[src/rtl/csr_uart_tx_pkg.sv]
// Shared CSR map, modify encodings and status layout for the CSR-mapped UART transmitter.
package csr_uart_tx_pkg;

  localparam logic [11:0] CSR_UART  = 12'hBC0;
  localparam logic [11:0] CSR_LEDS  = 12'hBC1;
  localparam logic [11:0] CSR_TIMER = 12'hBC2;
  localparam logic [11:0] CSR_KHZ   = 12'hFC0;
  localparam logic [11:0] CSR_SIM   = 12'hBC8;

  typedef enum logic [2:0] {
    MOD_NONE  = 3'd0,
    MOD_WRITE = 3'd1,
    MOD_SET   = 3'd2,
    MOD_CLEAR = 3'd3
  } csr_mod_e;

  typedef struct packed {
    logic overflow;
    logic busy;
    logic full;
  } uart_status_t;

  // Status flags sit in bits 10:8 of the CSR read word; everything else reads zero.
  function automatic logic [31:0] pack_status(input uart_status_t s);
    return {21'b0, s, 8'b0};
  endfunction

endpackage

[src/rtl/csr_uart_tx_sync_fifo.sv]
// Single-clock FIFO with wrap-bit pointers; shared with the future UART receiver.
module sync_fifo #(
  parameter int WIDTH = 8,
  parameter int LOG2  = 4
) (
  input  logic             clk,
  input  logic             rst,
  input  logic             push,
  input  logic             pop,
  input  logic [WIDTH-1:0] din,
  output logic [WIDTH-1:0] dout,
  output logic             full,
  output logic             empty
);

  logic [WIDTH-1:0] mem [2**LOG2];
  logic [LOG2:0]    wr_ptr;
  logic [LOG2:0]    rd_ptr;

  assign full  = (wr_ptr[LOG2] != rd_ptr[LOG2]) &&
                 (wr_ptr[LOG2-1:0] == rd_ptr[LOG2-1:0]);
  assign empty = (wr_ptr == rd_ptr);
  assign dout  = mem[rd_ptr[LOG2-1:0]];

  // NOTE: sequential state uses non-blocking assignments so every flop samples pre-edge values.
  always_ff @(posedge clk or posedge rst) begin
    if (rst) begin
      wr_ptr <= '0;
      rd_ptr <= '0;
    end else begin
      if (push && !full) wr_ptr <= wr_ptr + 1'b1;
      if (pop && !empty) rd_ptr <= rd_ptr + 1'b1;
    end
  end

  // NOTE: storage is deliberately not reset; the pointers alone decide which entries are valid.
  always_ff @(posedge clk) begin
    if (push && !full) mem[wr_ptr[LOG2-1:0]] <= din;
  end

endmodule

[src/rtl/csr_uart_tx.sv]
// CSR-mapped 8N1 UART transmitter: buffers written bytes in a FIFO and reports status on reads.
module csr_uart_tx
  import csr_uart_tx_pkg::*;
#(
  parameter logic [11:0] BASE_ADDR = CSR_UART,
  parameter int          CLK_KHZ   = 1000,
  parameter int          BAUD      = 115200,
  parameter int          FIFO_LOG2 = 4
) (
  input  logic        clk,
  input  logic        rst,
  input  logic        read,
  input  logic [2:0]  modify,
  input  logic [31:0] wdata,
  input  logic [11:0] addr,
  output logic [31:0] rdata,
  output logic        valid,
  output logic        tx
);

  // Bit period in clocks; must be at least 2 for the counter below.
  localparam int                DIVISOR = (CLK_KHZ * 1000) / BAUD;
  localparam int                CNT_W   = $clog2(DIVISOR);
  localparam logic [CNT_W-1:0]  CNT_MAX = CNT_W'(DIVISOR - 1);

  typedef enum logic [1:0] {
    ST_IDLE,
    ST_START,
    ST_DATA,
    ST_STOP
  } tx_state_e;

  logic            q_hit;
  logic            q_rd;
  uart_status_t    status;
  uart_status_t    status_q;
  logic            overflow;
  logic            push;
  logic            ctl_write;
  logic            pop;
  logic            fifo_full;
  logic            fifo_empty;
  logic [7:0]      fifo_dout;
  tx_state_e       state;
  logic [CNT_W-1:0] cnt;
  logic [2:0]      bit_idx;
  logic [7:0]      shift;
  logic            unused_wdata;

  assign valid        = (addr == BASE_ADDR);
  assign unused_wdata = ^wdata[30:8];

  // Data phase belongs to the address registered one cycle earlier.
  assign push      = q_hit && (modify == MOD_WRITE) && !wdata[31];
  assign ctl_write = q_hit && (modify == MOD_WRITE) &&  wdata[31];
  assign pop       = (state == ST_IDLE) && !fifo_empty;

  assign status.full     = fifo_full;
  assign status.busy     = (state != ST_IDLE) || !fifo_empty;
  assign status.overflow = overflow;

  // Status is captured at the end of the read cycle, i.e. before a same-cycle push lands.
  assign rdata = q_rd ? pack_status(status_q) : '0;

  always_ff @(posedge clk or posedge rst) begin
    if (rst) begin
      q_hit    <= 1'b0;
      q_rd     <= 1'b0;
      status_q <= '0;
      overflow <= 1'b0;
    end else begin
      q_hit    <= valid;
      q_rd     <= read && valid;
      status_q <= status;
      if (push && fifo_full) overflow <= 1'b1;
      else if (ctl_write)    overflow <= 1'b0;
    end
  end

  sync_fifo #(
    .WIDTH (8),
    .LOG2  (FIFO_LOG2)
  ) u_fifo (
    .clk   (clk),
    .rst   (rst),
    .push  (push),
    .pop   (pop),
    .din   (wdata[7:0]),
    .dout  (fifo_dout),
    .full  (fifo_full),
    .empty (fifo_empty)
  );

  // tx is registered alongside the state so the line level always matches the current state.
  always_ff @(posedge clk or posedge rst) begin
    if (rst) begin
      state   <= ST_IDLE;
      cnt     <= '0;
      bit_idx <= '0;
      shift   <= '0;
      tx      <= 1'b1;
    end else begin
      case (state)
        ST_IDLE: begin
          if (!fifo_empty) begin
            shift <= fifo_dout;
            cnt   <= CNT_MAX;
            state <= ST_START;
            tx    <= 1'b0;
          end
        end
        ST_START: begin
          if (cnt == '0) begin
            cnt     <= CNT_MAX;
            bit_idx <= '0;
            state   <= ST_DATA;
            tx      <= shift[0];
          end else begin
            cnt <= cnt - 1'b1;
          end
        end
        ST_DATA: begin
          if (cnt == '0) begin
            cnt <= CNT_MAX;
            if (bit_idx == 3'd7) begin
              state <= ST_STOP;
              tx    <= 1'b1;
            end else begin
              shift   <= shift >> 1;
              tx      <= shift[1];
              bit_idx <= bit_idx + 1'b1;
            end
          end else begin
            cnt <= cnt - 1'b1;
          end
        end
        ST_STOP: begin
          if (cnt == '0) state <= ST_IDLE;
          else           cnt   <= cnt - 1'b1;
        end
        default: begin
          state <= ST_IDLE;
          tx    <= 1'b1;
        end
      endcase
    end
  end

endmodule

[config.mk]
export PLATFORM = sky130hd
export DESIGN_NAME = csr_uart_tx
export DESIGN_NICKNAME = d
export VERILOG_FILES = /design/src/rtl/csr_uart_tx_pkg.sv /design/src/rtl/csr_uart_tx_sync_fifo.sv /design/src/rtl/csr_uart_tx.sv
export SDC_FILE = /design/constraint.sdc
export NUM_CORES = 1
export LEC_CHECK = 0
export ABC_AREA = 1
export BUFFER_PORTS_ARGS = -buffer_cell sky130_fd_sc_hd__buf_2
export CAP_MARGIN = 10
export CELL_PAD_IN_SITES_DETAIL_PLACEMENT = 1
export CELL_PAD_IN_SITES_GLOBAL_PLACEMENT = 2
export CORE_ASPECT_RATIO = 1.4
export CORE_MARGIN = 1
export CORE_UTILIZATION = 40
export DETAILED_ROUTE_END_ITERATION = 8
export PLACE_DENSITY_LB_ADDON = 0.05
export SKIP_LAST_GASP = 1
export SLEW_MARGIN = 20
export SYNTH_ARGS = -nofsm -noshare
export SYNTH_HDL_FRONTEND = slang
export SYNTH_SLANG_ARGS = --single-unit
[constraint.sdc]
create_clock -name clk -period 3.1 [get_ports clk]
set_input_delay 0.155 -clock clk [delete_from_list [all_inputs] [get_ports clk]]
set_output_delay 0.155 -clock clk [all_outputs]
set_load 0.01 [all_outputs]
==> results.txt <==
Synth Warn # -> 0
Mapped Area -> 0.00730 mm2
Setup Viol. Count Final -> 0
Vias/cell -> 4.80
Max FO, Critical Path -> 14
Post-Route WL -> 17.3 mm
Type of the tightest min-delay check -> in2reg
Fin. max-slew vios -> 0
Worst hold path startpoint -> addr[2]
Final nets -> 807
FF-to-FF setup slack -> 0.53 ns
Final ANT Viol Nets -> 0
Comb pwr share -> 0.017
Compound-Gate Fraction of Synth Area -> 0.0463
Layout cells sized above 1 -> 0.115
Area Growth Syn to Fin -> 12.1%
TritonRoute pass-1 iters -> 4
Die ar. -> 0.0188 mm2
Post-synth EDFFs -> 128
Clock power frac -> 0.473
Synthesized flop and latch total -> 161
Post-CTS Setup Inserts -> 0
Least-Margin Pin Slew -> 0.771 ns
R2R depth -> 11
FF-to-FF End -> u_fifo.mem[2][1]$_DFFE_PP_
Fin crit share -> 0.828
Maximum clock frequency -> 390 MHz
Max-slew headroom -> 0.484
Grt ovf -> 0
Crit path kind -> reg2reg
PortBufs -> 31
CP Data Arrival Time -> 2.61 ns
I/O pin count -> 84
1st-iter DRT viols -> 183
Largest net degree at the start of global routing -> 67
Setup TNS -> 0 ns
Initial Util -> 0.407
FF-to-FF Start -> u_fifo.rd_ptr[2]$_DFFE_PP0P_
Synth unique cells -> 35
Clock transition at path regs -> 0.06 ns
Internal -> 3.63 mW
Initial antenna violation count -> 0
H-tree depth -> 4
First-pass GRT wire length -> 26.8 mm
Max_cap viols -> 0
Synth Area in XOR/XNOR -> 0.0108
Sw frac -> 0.206
Power density over the cells -> 559 mW/mm2
Die width -> 116 um
Sequential power share -> 0.510
Via count -> 4776
RSZ-0062 raised after global routing -> no
Primary FF master, synth -> edfxtp_1
Non-Filler Cell Area, Final -> 0.00819 mm2
Worst Path Required -> 3.15 ns
LEAKAGE -> 3.25 nW
Hold Crit Endpoint -> q_rd$_DFF_PP0_
CTS root buffer -> clkbuf_16
DRC -> 0
Yosys top cell by area -> edfxtp_1
Post-synth top area share -> 0.526
Post-cts sizing count -> 0
Post-Synth Adder-Cell Area -> 0.0240
Final Hold Viols -> 0
Multiplexer share of the synthesized area -> 0
Final core occ -> 0.457
Syn avg cell area -> 10.2 um2
GPL Wtd Cong -> 0.752
Total track usage -> 0.198
Vias in the first global route -> 4870
Status -> complete, no violations
Hold depth -> 4
Ant. Diodes -> 0
Sequential cell area fraction in the yosys report -> 0.640
Synth top area cells -> edfxtp_1, dfrtp_1, nand2_1
Clock latency on the worst-skew pair -> 0.42 ns
Sw Pwr -> 0.942 mW
Simple-Gate Fraction of Synth Area -> 0.214
WL per Instance -> 17.4 um
Detail Placement HPWL -> 11.8 mm
Row count -> 58
Crit start category -> flop
Max Clock Skew -> 0.0121 ns
Commonest cells post-synth -> nand2_1, edfxtp_1, nor2_1
CTS hold repair buffers -> 2
Tmin final -> 2.57 ns
Worst setup EP type -> flop
Largest family of logic cells by synthesized area -> simple AND/OR/NAND/NOR gates
CTS tree -> yes
Ys async rst share -> 0.205
Clk buf depth -> 2
Max VDD drop -> 0.372 mV
Top-count cell post-synth -> nand2_1
Synth Instances -> 713
Cell Area, Placed -> 0.00756 mm2
Die Y -> 162 um
CTS sink count -> 161
Core outline area -> 0.0179 mm2
TritonCTS Buffers -> 17
-- sequential cells by signal, summed over array words and instances (netlist names) --
signal,flops
bit_idx,3
cnt,3
overflow,1
q_hit,1
q_rd,1
shift,8
state,2
status_q,3
tx,1
u_fifo.mem,128
u_fifo.rd_ptr,5
u_fifo.wr_ptr,5
-- layout by cell type (no fill, tap or decap), types with 2 or more instances in the layout --
cell	netlist	final
inv_2	7	7
o21ai_1	3	3
ha_1	14	14
nor2_1	124	124
buf_2	9	31
nand2_4	4	4
o21ai_0	46	46
inv_1	24	24
clkbuf_1	13	2
nand3_1	56	56
dfrtp_1	32	31
clkbuf_16	0	17
conb_1	1	29
bufinv_16	0	3
edfxtp_1	128	128
nand4_1	2	2
nand2_1	181	181
nor2_4	2	2
xnor2_1	4	4
xor2_1	5	5
nand2_2	2	2
buf_4	30	6
a21oi_1	10	10
inv_6	0	5
dlygate4sd3_1	0	2
clkinvlp_4	0	2
-- per-layer routing --
layer	routed length, um	share of wire	global-route usage
met5	0	0	0
met4	155	0.0089	0.0559
met3	361	0.021	0.0325
met2	9170	0.53	0.349
met1	7660	0.44	0.247
-- kinds of logic (layout without fill, tap and decap cells) --
kind of cell               after synthesis  count (layout)
and+or+nand+nor                        376             376
DFF                                    161             161
buffers and inverters                   88             103
adders and majority gates               14              14
other                                    1              29
xor gates and xnor gates                 9               9
AOI/OAI and AO/OA                       64              64
-- per-stage QoR --
stage | hold WS, ns | power [mW] | instances | setup slack (ns)
3_5_place_dp | 0.293 | 2.46 | 962 | 0.500
3_3_place_gp | 0.281 | 2.45 | 962 | 0.581
6_report | 0.0152 | 4.58 | 996 | 0.535
2_1_floorplan | 0.254 | 2.43 | 741 | 1.11
4_1_cts | 0.000263 | 4.62 | 996 | 0.496
5_1_grt | 0.0447 | 4.71 | 996 | 0.308
-- critical path, stage by stage, from the launching register on --
cell     delay [ns]
dfrtp_1        0.56
inv_2          0.27
nand2_1        0.08
nand2_1        0.08
nor2_2         0.07
nand2_2        0.08
nor2_4         0.04
inv_2          0.09
nand2_4        0.09
inv_4          0.16
nand2_4        0.11
nor2_1         0.56
-- worst max-delay path by stage --
stage / startpoint / end / slack, ns / depth (start not counted)
2_1_floorplan: u_fifo.rd_ptr[1]$_DFFE_PP0P_ / u_fifo.mem[0][0]$_DFFE_PP_ / 1.11 / 12
3_3_place_gp: u_fifo.rd_ptr[2]$_DFFE_PP0P_ / u_fifo.mem[6][4]$_DFFE_PP_ / 0.58 / 11
3_5_place_dp: u_fifo.rd_ptr[2]$_DFFE_PP0P_ / u_fifo.mem[2][2]$_DFFE_PP_ / 0.50 / 11
4_1_cts: u_fifo.rd_ptr[2]$_DFFE_PP0P_ / u_fifo.mem[2][6]$_DFFE_PP_ / 0.50 / 11
5_1_grt: u_fifo.rd_ptr[2]$_DFFE_PP0P_ / u_fifo.mem[7][7]$_DFFE_PP_ / 0.31 / 11
6_report: u_fifo.rd_ptr[2]$_DFFE_PP0P_ / u_fifo.mem[2][1]$_DFFE_PP_ / 0.53 / 11
-- power by group through the flow --
| stage | Combinational (mW) | Clock (mW) | Sequential, mW |
|---|---|---|---|
| 2_1_floorplan | 0.0511 | 0 | 2.38 |
| 3_3_place_gp | 0.0759 | 0 | 2.38 |
| 3_5_place_dp | 0.0782 | 0 | 2.38 |
| 4_1_cts | 0.0800 | 2.21 | 2.33 |
| 5_1_grt | 0.0886 | 2.29 | 2.33 |
| 6_report | 0.0787 | 2.16 | 2.33 |
-- cell type report --
cell class	count	area [um2]
Inverter	32	123
Sequential cell	161	4670
Tap cell	240	300
Multi-Input combinational cell	492	2260
Timing Repair Buffer	39	220
Fill cell	2022	9740
Clock buffer	19	433
Clock inverter	13	174
No activity file was read; power rests on OpenSTA's default activity.
